$ cat src/rtl/_gcd_stein.sv
// Binary (Stein) GCD engine with start/busy/done handshake and a coprime flag.
// The number of iterations grows with WIDTH rather than with operand magnitude.
module _gcd_stein #(
  parameter int WIDTH = 8
) (
  input  logic             _clock,
  input  logic             _reset,
  input  logic             _start,
  input  logic [WIDTH-1:0] _num0,
  input  logic [WIDTH-1:0] _num1,
  output logic             _busy,
  output logic             _done,
  output logic [WIDTH-1:0] _greatest,
  output logic             _coprime
);

  localparam int KW = $clog2(WIDTH + 1);

  localparam logic [2:0] IDLE  = 3'd0;
  localparam logic [2:0] STRIP = 3'd1;
  localparam logic [2:0] RUN   = 3'd2;
  localparam logic [2:0] SHIFT = 3'd3;
  localparam logic [2:0] DONE  = 3'd4;

  logic [2:0]       state;
  logic [WIDTH-1:0] a;
  logic [WIDTH-1:0] b;
  logic [KW-1:0]    k;
  logic [WIDTH-1:0] scaled;

  // The result never exceeds the smaller operand, so restoring the common
  // powers of two cannot overflow WIDTH bits.
  assign scaled = a << k;

  always_ff @(posedge _clock) begin
    if (_reset) begin
      state    <= IDLE;
      a        <= '0;
      b        <= '0;
      k        <= '0;
      _greatest <= '0;
      _coprime  <= 1'b0;
    end else begin
      case (state)
        IDLE: begin
          if (_start) begin
            if (_num0 == '0 || _num1 == '0) begin
              _greatest <= _num0 | _num1;
              _coprime  <= (_num0 | _num1) == WIDTH'(1);
              state     <= DONE;
            end else begin
              a     <= _num0;
              b     <= _num1;
              k     <= '0;
              state <= STRIP;
            end
          end
        end
        STRIP: begin
          if (!a[0] && !b[0]) begin
            a <= a >> 1;
            b <= b >> 1;
            k <= k + 1'b1;
          end else begin
            state <= RUN;
          end
        end
        RUN: begin
          // Subtraction branches only run with both values odd, so the
          // difference is even and the shift drops no information.
          if (a == b)
            state <= SHIFT;
          else if (!a[0])
            a <= a >> 1;
          else if (!b[0])
            b <= b >> 1;
          else if (a > b)
            a <= (a - b) >> 1;
          else
            b <= (b - a) >> 1;
        end
        SHIFT: begin
          _greatest <= scaled;
          _coprime  <= scaled == WIDTH'(1);
          state     <= DONE;
        end
        DONE: begin
          state <= IDLE;
        end
        default: begin
          state <= IDLE;
        end
      endcase
    end
  end

  assign _busy = state != IDLE;
  assign _done = state == DONE;

endmodule

$ cat config.mk
export PLATFORM = sky130hd
export DESIGN_NAME = _gcd_stein
export DESIGN_NICKNAME = d
export VERILOG_FILES = /design/src/rtl/_gcd_stein.sv
export SDC_FILE = /design/constraint.sdc
export NUM_CORES = 1
export LEC_CHECK = 0
export BUFFER_PORTS_ARGS = -buffer_cell sky130_fd_sc_hd__clkbuf_2
export CELL_PAD_IN_SITES_DETAIL_PLACEMENT = 0
export CELL_PAD_IN_SITES_GLOBAL_PLACEMENT = 2
export CORE_MARGIN = 4
export CORE_UTILIZATION = 38
export DETAILED_ROUTE_END_ITERATION = 10
export HOLD_SLACK_MARGIN = 0.06
export PLACE_DENSITY_LB_ADDON = 0.1
export SLEW_MARGIN = 20
export SYNTH_ARGS = -nofsm -noshare
export SYNTH_HDL_FRONTEND = slang
export SYNTH_SLANG_ARGS = --single-unit
$ cat constraint.sdc
create_clock -name _clock -period 5 [get_ports _clock]
set_clock_uncertainty 0.15 [all_clocks]
set_input_delay 0.75 -clock _clock [delete_from_list [all_inputs] [get_ports _clock]]
set_output_delay 0.75 -clock _clock [all_outputs]
set_load 0.02 [all_outputs]
# Yosys cells after proc, flatten, opt, wreduce, memory -nomap -nowiden

Index checks and enable logic that the tools add are counted.

Bits in registers: 32
Output and inout port bits: 11

Add/subtract/negate cells: 3
$lt $le $gt $ge: 1
Equal/unequal tests: 18
Shift operators: 1
Mux-type cells: 31
Bitwise operators: 1
Reduce and logical (&&, ||, !) cells: 18

Operators with widths:

| operator            | number |
|---|---|
| $mux 8              | 16 |
| $pmux 8 s3          | 2 |
| $eq 8x1->1 const B  | 2 |
| $logic_not 8->1     | 2 |
| $ne 2x2->1 const B  | 8 |
| $pmux 8 s2          | 1 |
| $sub 8x8->8         | 2 |
| $reduce_and 7->1    | 2 |
| $mux 3              | 4 |
| $mux 4              | 3 |
| $pmux 3 s4          | 1 |
| $ne 3x3->1 const B  | 3 |
| $eq 8x8->1          | 1 |
| $gt 8x8->1          | 1 |
| $or 8x8->8          | 1 |
| $pmux 4 s2          | 1 |
| $shl 8x4->8         | 1 |
| $eq 3x2->1 const B  | 2 |
| $reduce_and 3->1    | 2 |
| $reduce_and 6->1    | 1 |
| $reduce_bool 3->1   | 2 |
| $reduce_and 5->1    | 1 |
| $add 4x1->4 const B | 1 |
| $reduce_and 4->1    | 1 |
| other kinds (9)     | 12 |

# Longest topological paths before layout

Gate-level depths: netlist of run 1.

Depth after elaboration: 6
Gate-level depth with buffers: 12
Mapped depth without buffers: 9

# Worst setup path after synthesis of run 1

Ideal clock, no wire load.

Path type: flip-flop to flip-flop
From: register a[0]
To: register b[6]
Library setup time: 0.139 ns
Arrival: 2.795 ns
Slack: 1.915 ns
Cell stages (with the launch flop): 13
Clock period less this slack: 3.085 ns
Cells stage by stage: dfxtp_1 clkbuf_1 inv_1 ha_1 fa_1 nand2b_1 a21o_1 o211a_1 clkbuf_1 o32a_2 buf_6 nor2_1 a311oi_2

Word-level cells in the longest chain between the ends: 6
Elaborated cells on any way between the ends: 15
Classes of those cells: add/sub: 1; order compare: 1; eq/ne: 5; mux: 5; reduce/logical: 3

RTL lines:

| what                     | line | text |
|---|---|---|
| start: declaration       | 26   | `logic [WIDTH-1:0] a;` |
| start signal: assignment | 52   | `a <= _num0;` |
| start signal: assignment | 61   | `a <= a >> 1;` |
| start signal: assignment | 74   | `a <= a >> 1;` |
| $sub 8x8->8              | 80   | `b <= (b - a) >> 1;` |
| $mux 8                   | 77   | `else if (a > b)` |
| $mux 8                   | 75   | `else if (!b[0])` |
| $mux 8                   | 73   | `else if (!a[0])` |
| $mux 8                   | 71   | `if (a == b)` |
| $pmux 8 s3               | 44   | `case (state)` |
| end signal: assignment   | 53   | `b <= _num1;` |
| end signal: assignment   | 76   | `b <= b >> 1;` |
| end signal: assignment   | 80   |  |
| end: declaration         | 27   | `logic [WIDTH-1:0] b;` |

Parallel ways exist; a longest one is shown, timed or not. The select of a mux whose other input is x is not followed.
A chain may end at the register's enable or synchronous reset.

# Worst setup path after layout of run 1

From: register a[0]
To: register b[7]

Word-level cells in the longest chain between the ends: 4
Elaborated cells on any way between the ends: 9
Classes of those cells: order compare: 1; eq/ne: 5; reduce/logical: 3

RTL lines:

| what                                               | line | text |
|---|---|---|
| branches (longest 3 deep; another with $gt 8x8->1) | n/a  |  |
| $reduce_and 7->1 (no source line) *                | n/a  |  |
| end signal: assignment                             | 62   | `b <= b >> 1;` |
| end signal: assignment                             | 76   |  |
| end signal: assignment                             | 80   |  |

Mark *: on every way between the ends.

==> impl_metrics.env, run 1 <==
export IMPL_run_status="finished clean"
export IMPL_max_vdd_ir_drop_v=0.000289
export IMPL_p_comb_share_pct=58.1
export IMPL_vias=3071
export IMPL_die_h_um=98.1
export IMPL_power_switching_w=0.000725
export IMPL_clk_pin_slew_ns=0.08
export IMPL_clockRootBuffer="clkbuf_8"
export IMPL_synth_edf_count=0
export IMPL_final_cell_mix="32 x nor2_1, 32 x a21oi_1, 32 x dfxtp_1"
export IMPL_power_density_nw_per_um2=460
export IMPL_power_leakage_nw=1.22
export IMPL_vias_per_cell=5.95
export IMPL_cp_max_fo=14
export IMPL_synth_cell_type_count=69
export IMPL_ff2ff_path_depth=9
export IMPL_clock_sinks=32
export IMPL_ant_nets=0
export IMPL_hold_path_class="register to register"
export IMPL_drc=0
export IMPL_hold_viol=0
export IMPL_p_sw_share_pct=46.8
export IMPL_seq_area_frac_synth_pct=20.8
export IMPL_grt_pass1_wl_mm=16.2
export IMPL_gp_congestion=0.938
export IMPL_hold_path_end="_coprime$_SDFFE_PP0P_"
export IMPL_die_area_um2=9610
export IMPL_critPathRequiredTime_ns=5.06
export IMPL_grt_max_degree=36
export IMPL_die_w_um=98.1
export IMPL_synthesis_instances=406
export IMPL_rows=32
export IMPL_portBuffers=29
export IMPL_synthToLayoutAreaGrowth_pct=9.26
export IMPL_synth_cell_area_um2=3080
export IMPL_antenna_found_initial=0
export IMPL_arrival_ns=3.36
export IMPL_crit_path_start_kind="register"
export IMPL_r2r_slack_ns=1.71
export IMPL_reg2reg_from="a[0]$_SDFFE_PP0P_"
export IMPL_setup_viol=0
export IMPL_dp_hpwl_mm=7.88
export IMPL_coreArea_um2=7810
export IMPL_max_clock_freq_mhz=304
export IMPL_maxSlewHeadroom_pct=41.9
export IMPL_synth_nets=445
export IMPL_reg2reg_to="b[7]$_SDFFE_PP0P_"
export IMPL_post_cts_resized=0
export IMPL_critPathLaunch="a[0]$_SDFFE_PP0P_"
export IMPL_synth_seq_cells=32
export IMPL_drt_pass1_iter_count=5
export IMPL_internal_power_w=0.000823
export IMPL_avgSynthCellArea_um2=7.59
export IMPL_critical_path_buf_inv_count=1
export IMPL_cp_slowest_cell="dfxtp_1"
export IMPL_track_usage_pct=21.1
export IMPL_setup_tns_ns=0
export IMPL_min_path_cells=2
export IMPL_cts_tree="done"
export IMPL_fillers=857
export IMPL_clockPowerShare_pct=18.4
export IMPL_holdBufCountCts=0
export IMPL_end_kind="register"
export IMPL_cts_buffers=5
export IMPL_clockBufferDepth=2
export IMPL_worst_slew_pin_slew_ns=0.871
export IMPL_worstPathCellList="inv_1 -> ha_1 -> fa_1 -> nand2b_1 -> a21o_1 -> o211a_1 -> o32a_2 -> nand2b_1 -> a21oi_1"
export IMPL_finalCritPeriodShare_pct=65.9
export IMPL_routed_wl_mm=10.2
export IMPL_avgRoutedWirePerCell_um=19.8
export IMPL_diodes=0
export IMPL_rsz0062_at_grt="no"
export IMPL_num_nets_final=452
export IMPL_regArea_um2=641
export IMPL_grt_overflow=0
export IMPL_maxSlewViolCount=0
export IMPL_path_class="register to register"
export IMPL_maxCapViolCount=0
export IMPL_final_util_pct=43.1
export IMPL_cp_top_family="compound AO/OA/AOI/OAI gates"
export IMPL_multi_input_area_um2=2210
export IMPL_crit_top_cell="nand2b_1"
export IMPL_io_pins=30
export IMPL_synthFlopType="dfxtp_1"
export IMPL_ys_async_sr_fraction_pct=0
export IMPL_seqPwrFrac_pct=23.4
export IMPL_start_util_pct=39.5
export IMPL_grt_pass1_vias=2942
export IMPL_insertion_delay_ns=0.30
export IMPL_post_cts_buffers=0
export IMPL_finalCriticalPeriod_ns=3.29
export IMPL_yosysWarningCount=0
export IMPL_worstHoldStart="_coprime$_SDFFE_PP0P_"
export IMPL_layout_drive_gt1_share_pct=14.5
export IMPL_slowest_delay_ns=0.61
export IMPL_htreeDepth=2
export IMPL_first_iter_violations=166
-- cells by family (layout without fill, tap and decap cells) --
family / Yosys count / in the layout / synth area share [%]
xor gates and xnor gates: 9 / 9 / 2.56
adders and majority gates: 20 / 20 / 8.61
AOI/OAI and AO/OA: 132 / 132 / 31.3
buffers and inverters: 56 / 64 / 7.47
DFF: 32 / 32 / 20.8
and+or+nand+nor: 145 / 145 / 25.4
muxes: 12 / 12 / 3.90
-- flip-flops by register name, indices dropped and copies added, names as in the netlist --
| name | flops |
|---|---|
| b | 8 |
| _greatest | 8 |
| a | 8 |
| state | 3 |
| k | 4 |
| _coprime | 1 |
-- layer usage --
metal | global-route usage, % | vias to the layer above | part of all wire [%]
met4 | 5.11 | 0 | 2.1
met2 | 36.2 | 80 | 49
met1 | 27.4 | 1438 | 44
met5 | 0 | - | 0
li1 | - | 1537 | -
met3 | 3.64 | 16 | 5.3
-- per-stage QoR --
step	power [W]	hold slack (ns)	setup WS, ns	std cells	cell area (um2)
after detailed placement	0.00126	0.293	1.75	508	3240
after floorplan	0.00105	0.295	1.92	406	3080
final	0.00155	0.298	1.71	516	3370
after CTS	0.00155	0.302	1.71	516	3370
after global routing	0.00166	0.325	1.44	516	3370
after global placement	0.00126	0.290	1.82	508	3240
-- power by group through the flow --
stage / registers (W) / clock network, W / logic, W
6_report: 0.000362 / 0.000285 / 0.000899
5_1_grt: 0.000371 / 0.000299 / 0.000995
4_1_cts: 0.000363 / 0.000288 / 0.000899
3_5_place_dp: 0.000369 / 0 / 0.000894
3_3_place_gp: 0.000368 / 0 / 0.000896
2_1_floorplan: 0.000335 / 0 / 0.000716
-- synth_stat cells (2+ instances only) --
library cell  count  area share, %
ha_1             18            7.3
a211oi_1         18            4.4
a22oi_1           3           0.73
o31ai_1           4           0.97
nor2_1           32            3.9
inv_1            23            2.8
o211a_1           2           0.65
or3b_2            3           0.85
clkbuf_1         23            2.8
a22o_1            2           0.57
a2111oi_0         2           0.57
a31oi_1           3           0.61
nor3b_1           5            1.2
xnor2_1           5            1.4
or3_1             2           0.41
nand3b_1          5            1.2
mux2i_1          12            3.9
nand3_1           6           0.97
nor3_1           21            3.4
a311oi_2          4            1.9
o311a_1           2           0.65
buf_4             2           0.49
nand4_1           5            1.0
a211oi_2          2           0.81
a21o_1            4           0.97
nand2_1          31            3.8
nor2b_1           4           0.81
fa_1              2            1.3
buf_2             4           0.65
o211ai_1          4           0.97
nand2b_1          8            1.6
a221oi_1         10            2.8
buf_1             3           0.37
and2_1            2           0.41
o21a_1            2           0.49
or2_2             2           0.41
o21ai_0          18            2.9
dfxtp_1          32             21
o2111ai_1         3           0.85
a21oi_1          32            5.2
xor2_1            4            1.1
nor4_1           10            2.0
-- tightest hold or removal path, stage by stage, from the launching register on --
cell and delay [ns]:
dfxtp_1 0.31, nand2_1 0.05, o2bb2ai_1 0.05
-- how the worst max path moves through the flow --
stage,to,slack [ns],cells past startpoint
3_5_place_dp,b[1]$_SDFFE_PP0P_,1.75,9
3_3_place_gp,a[1]$_SDFFE_PP0P_,1.82,8
5_1_grt,a[4]$_SDFFE_PP0P_,1.44,8
2_1_floorplan,b[6]$_SDFFE_PP0P_,1.92,12
4_1_cts,b[7]$_SDFFE_PP0P_,1.71,9
6_report,b[7]$_SDFFE_PP0P_,1.71,9
-- area by class of cell --
cell class,count,area share (%)
clock inverter,1,0.892
tap,102,3.79
clock buffer,7,2.86
multi-input combinational,318,65.7
sequential,32,19.0
inverter,23,2.56
timing repair buffer,33,5.20
Power figures use the tool's default switching activity.
==> run 2: changes to the inputs <==
Settings changed: CORE_UTILIZATION 38 to 35.
Clock period 5 ns to 3.1 ns, I/O delays scaled along.
==> run 2 against run 1 <==
Against the previous run:
- routed wire length grew 2.6%
- critical path depth unchanged
- clock power increased by 22%
- final area is 2.6% higher
- total power rose by 60%
- die area is 7.9% higher
- largest cell class unchanged
- combinational power grew 76%
- utilization decreased by 1.9 points
==> impl_metrics.env, run 2 (synthesis gave the netlist of run 1 again) <==
export IMPL_finalCriticalPeriod_ns=2.91
export IMPL_grt_use_met3_pct=2.87
export IMPL_maxSlewHeadroom_pct=56.6
export IMPL_grt_overflow=0
export IMPL_routed_wl_mm=10.5
export IMPL_final_cell_mix="32 x nor2_1, 32 x a21oi_1, 32 x dfxtp_1"
export IMPL_rsz0062_at_grt="no"
export IMPL_met2_usage_pct=35.0
export IMPL_vias_per_cell=5.87
export IMPL_crit_path_start_kind="register"
export IMPL_power_switching_w=0.00119
export IMPL_setup_tns_ns=0
export IMPL_crit_top_cell="nand2b_1"
export IMPL_avgRoutedWirePerCell_um=19.6
export IMPL_cp_max_fo=14
export IMPL_num_nets_final=468
export IMPL_p_comb_share_pct=63.6
export IMPL_maxCapViolCount=0
export IMPL_dp_hpwl_mm=8.32
export IMPL_clk_pin_slew_ns=0.07
export IMPL_worst_slew_pin_slew_ns=0.646
export IMPL_die_area_um2=10400
export IMPL_met1_usage_pct=29.0
export IMPL_final_util_pct=41.2
export IMPL_drc=0
export IMPL_path_class="register to register"
export IMPL_maxSlewViolCount=0
export IMPL_cts_buffers=5
export IMPL_grt_pass1_vias=3046
export IMPL_worstPathCellList="inv_1 -> ha_1 -> fa_1 -> nand2b_1 -> a21o_1 -> o211a_2 -> o32a_2 -> nand2b_1 -> a21oi_1"
export IMPL_finalCritPeriodShare_pct=93.8
export IMPL_slowest_delay_ns=0.50
export IMPL_gr_max_usage_layer="met2"
export IMPL_vias=3141
export IMPL_clockRootBuffer="clkbuf_8"
export IMPL_power_density_nw_per_um2=717
export IMPL_hold_viol=0
export IMPL_track_usage_pct=21.2
export IMPL_rows=33
export IMPL_dp_cells=527
export IMPL_seqPwrFrac_pct=22.3
export IMPL_start_util_pct=36.8
export IMPL_portBuffers=29
export IMPL_grt_max_degree=29
export IMPL_synthToLayoutAreaGrowth_pct=12.1
export IMPL_instances_no_fill=535
export IMPL_internal_power_w=0.00129
export IMPL_gp_congestion=0.873
export IMPL_arrival_ns=2.98
export IMPL_first_iter_violations=168
export IMPL_post_cts_buffers=0
export IMPL_coreArea_um2=8380
export IMPL_hold_path_class="register to register"
export IMPL_clockPowerShare_pct=14.1
export IMPL_diodes=0
export IMPL_post_cts_resized=0
export IMPL_clockBufferDepth=2
export IMPL_max_vdd_ir_drop_v=0.000376
export IMPL_critPathRequiredTime_ns=3.17
export IMPL_antenna_found_initial=0
export IMPL_htreeDepth=2
export IMPL_run_status="finished clean"
export IMPL_cp_slowest_cell="o32a_2"
export IMPL_holdBufCountCts=0
export IMPL_grt_pass1_wl_mm=17.0
export IMPL_end_kind="register"
export IMPL_ant_nets=0
export IMPL_power_leakage_nw=1.28
export IMPL_layout_drive_gt1_share_pct=17.4
export IMPL_die_w_um=102
export IMPL_cts_tree="done"
export IMPL_io_pins=30
export IMPL_setup_viol=0
export IMPL_drt_pass1_iter_count=4
export IMPL_die_h_um=102
export IMPL_insertion_delay_ns=0.29
export IMPL_clock_sinks=32
export IMPL_max_clock_freq_mhz=344
export IMPL_timing_hold_ws_ns=0.301
export IMPL_p_sw_share_pct=47.9
export IMPL_top_regs="_greatest x8, a x8, b x8"
-- run 2: cell count changes in the layout (fill, tap and decap cells not counted), sizes merged --
cell and delta:
clkbuf +1, bufinv -1, buf +16
-- run 2: through the flow --
stage	total power, W	setup slack, ns	instance area, um2
finish	0.00248	0.194	3450
global route	0.00267	0.0367	3450
CTS	0.00248	0.166	3450
detailed placement	0.00212	0.193	3360
global placement	0.00213	0.211	3360
floorplan	0.00169	0.0154	3080
-- run 2: power groups by stage --
stage                     clock network (W)  registers [W]  logic [W]
after floorplan                           0       0.000541    0.00115
after global placement                    0       0.000560    0.00157
after detailed placement                  0       0.000561    0.00156
after CTS                          0.000360       0.000552    0.00157
after global routing               0.000370       0.000563    0.00174
final                              0.000349       0.000551    0.00158
-- run 2: cell type report --
type | instances | area, um2
tap | 105 | 131
fill | 913 | 4930
timing repair buffer | 49 | 295
multi-input combinational | 318 | 2210
clock buffer | 8 | 90.1
inverter | 23 | 86.3
sequential | 32 | 641
-- run 2: critical path: cells and delay by family, from the launching register on --
kind / cells / cell delay (ns)
AND/OR/NAND/NOR: 2 / 0.39
buffers and inverters: 1 / 0.10
adder cells (fa/ha/maj): 2 / 0.66
flip-flops: 1 / 0.33
AO/OA/AOI/OAI: 4 / 1.20
-- run 2: metal layers --
layer	part of all wire [%]	vias up	wire length [um]
li1	-	1572	-
met1	46	1485	4850
met2	48	68	5020
met3	3.8	16	395
met4	1.9	0	204
met5	0	-	0
-- run 2: path summary, 6_finish.rpt --
check,startpoint,endpoint,slack (ns),depth (start not counted)
max,a[0]$_SDFFE_PP0P_,b[7]$_SDFFE_PP0P_,0.19,9
min,_greatest[0]$_SDFFE_PP0P_,_greatest[0]$_SDFFE_PP0P_,0.30,2
max reg2reg,a[0]$_SDFFE_PP0P_,b[7]$_SDFFE_PP0P_,0.19,9
min reg2reg,_greatest[0]$_SDFFE_PP0P_,_greatest[0]$_SDFFE_PP0P_,0.30,2
==> run 3: changes to the inputs <==
Settings changed: BUFFER_PORTS_ARGS -buffer_cell sky130_fd_sc_hd__clkbuf_2 to unset, CORE_UTILIZATION 35 to 38, DONT_BUFFER_PORTS set to 1.
==> run 3 against run 2 <==
Against the previous run:
- clock-buffer cell count fell by 2
- global-route usage rose by 0.65 points
- register-to-register slack gained 0.04 ns
- final area fell by 3.6%
==> impl_metrics.env, run 3 (synthesis gave the netlist of run 1 again) <==
export IMPL_antenna_found_initial=0
export IMPL_clockPowerShare_pct=16.8
export IMPL_power_switching_w=0.00116
export IMPL_slowest_delay_ns=0.53
export IMPL_hold_path_class="primary input to register"
export IMPL_grt_pass1_wl_mm=16.7
export IMPL_fillers=836
export IMPL_insertion_delay_ns=0.29
export IMPL_critPathRequiredTime_ns=3.18
export IMPL_finalCriticalPeriod_ns=2.87
export IMPL_vias=3027
export IMPL_worstPathCellList="inv_1 -> ha_1 -> nand2b_1 -> a21o_1 -> o211a_1 -> o32a_2 -> nand2b_1 -> a21oi_1"
export IMPL_layout_drive_gt1_share_pct=11.7
export IMPL_worst_slew_pin_slew_ns=0.650
export IMPL_rsz0062_at_grt="no"
export IMPL_grt_pass1_vias=2951
export IMPL_critPathLaunch="a[2]$_SDFFE_PP0P_"
export IMPL_first_iter_violations=172
export IMPL_critical_path_buf_inv_count=1
export IMPL_crit_top_cell="nand2b_1"
export IMPL_top_regs="_greatest x8, a x8, b x8"
export IMPL_die_w_um=98.1
export IMPL_coreArea_um2=7810
export IMPL_drc=0
export IMPL_reg2reg_from="a[2]$_SDFFE_PP0P_"
export IMPL_ant_nets=0
export IMPL_cts_buffers=5
export IMPL_end_kind="register"
export IMPL_setup_viol=0
export IMPL_max_clock_freq_mhz=348
export IMPL_gp_congestion=0.838
export IMPL_setup_tns_ns=0
export IMPL_clockBufferDepth=2
export IMPL_instances_no_fill=504
export IMPL_start_util_pct=39.5
export IMPL_power_leakage_nw=1.17
export IMPL_vias_per_cell=6.01
export IMPL_portBuffers=0
export IMPL_clockRootBuffer="clkbuf_8"
export IMPL_clk_pin_slew_ns=0.07
export IMPL_routed_wl_mm=10.3
export IMPL_diodes=0
export IMPL_post_cts_resized=0
export IMPL_hold_viol=0
export IMPL_cts_tree="done"
export IMPL_track_usage_pct=21.8
export IMPL_cp_max_fo=14
export IMPL_maxSlewHeadroom_pct=56.5
export IMPL_dp_hpwl_mm=8.02
export IMPL_internal_power_w=0.00133
export IMPL_holdBufCountCts=0
export IMPL_rows=32
export IMPL_io_pins=30
export IMPL_synthToLayoutAreaGrowth_pct=8.08
export IMPL_arrival_ns=2.95
export IMPL_finalCritPeriodShare_pct=92.6
export IMPL_num_nets_final=440
export IMPL_avgRoutedWirePerCell_um=20.5
export IMPL_final_cell_mix="32 x nor2_1, 32 x a21oi_1, 32 x dfxtp_1"
export IMPL_worstHoldStart="_reset"
export IMPL_p_sw_share_pct=46.7
export IMPL_die_h_um=98.1
export IMPL_maxSlewViolCount=0
export IMPL_cp_top_family="compound AO/OA/AOI/OAI gates"
export IMPL_p_comb_share_pct=60.5
export IMPL_final_util_pct=42.7
export IMPL_clock_sinks=32
export IMPL_die_area_um2=9610
export IMPL_maxCapViolCount=0
export IMPL_run_status="finished clean"
export IMPL_finalPower_w=0.00249
export IMPL_drt_pass1_iter_count=4
export IMPL_htreeDepth=2
export IMPL_seqPwrFrac_pct=22.7
export IMPL_path_class="register to register"
export IMPL_grt_overflow=0
export IMPL_post_cts_buffers=0
export IMPL_max_vdd_ir_drop_v=0.000488
export IMPL_cp_slowest_cell="ha_1"
export IMPL_power_density_nw_per_um2=747
export IMPL_crit_path_start_kind="register"
export IMPL_grt_max_degree=36
export IMPL_dp_cells=496
-- run 3: final timing paths --
| kind | end | slack [ns] | cells past startpoint |
|---|---|---|---|
| max | b[7]$_SDFFE_PP0P_ | 0.23 | 8 |
| min | _greatest[0]$_SDFFE_PP0P_ | 0.08 | 1 |
| min reg2reg | b[7]$_SDFFE_PP0P_ | 0.32 | 2 |
| max reg2reg | b[7]$_SDFFE_PP0P_ | 0.23 | 8 |
-- run 3: metrics by stage --
step / hold WS [ns] / setup slack (ns) / instance area, um2
6_report: 0.0836 / 0.229 / 3330
3_5_place_dp: 0.308 / 0.265 / 3220
5_1_grt: 0.0722 / 0.0237 / 3330
4_1_cts: 0.0713 / 0.240 / 3330
3_3_place_gp: 0.307 / 0.282 / 3220
2_1_floorplan: 0.295 / 0.0154 / 3080
-- run 3: power groups by stage --
stage,Clock [W],Combinational [W],Sequential [W]
6_report,0.000417,0.00151,0.000565
5_1_grt,0.000436,0.00168,0.000577
4_1_cts,0.000423,0.00150,0.000567
3_5_place_dp,0,0.00149,0.000577
3_3_place_gp,0,0.00149,0.000579
2_1_floorplan,0,0.00115,0.000541
-- run 3: cell type report --
| type | count | area [um2] | area share, % |
|---|---|---|---|
| sequential | 32 | 641 | 19.2 |
| timing repair buffer | 21 | 158 | 4.73 |
| clock inverter | 2 | 35.0 | 1.05 |
| clock buffer | 6 | 72.6 | 2.18 |
| multi-input combinational | 318 | 2210 | 66.4 |
| tap | 102 | 128 | 3.83 |
| inverter | 23 | 86.3 | 2.59 |
-- run 3: routing by layer --
layer  vias up  GRT usage [%]  routed length, um
met3        15           5.00                698
met4         0           6.18                193
li1       1504              -                  -
met2        72           36.8               5070
met1      1436           27.8               4390
met5         -              0                  0
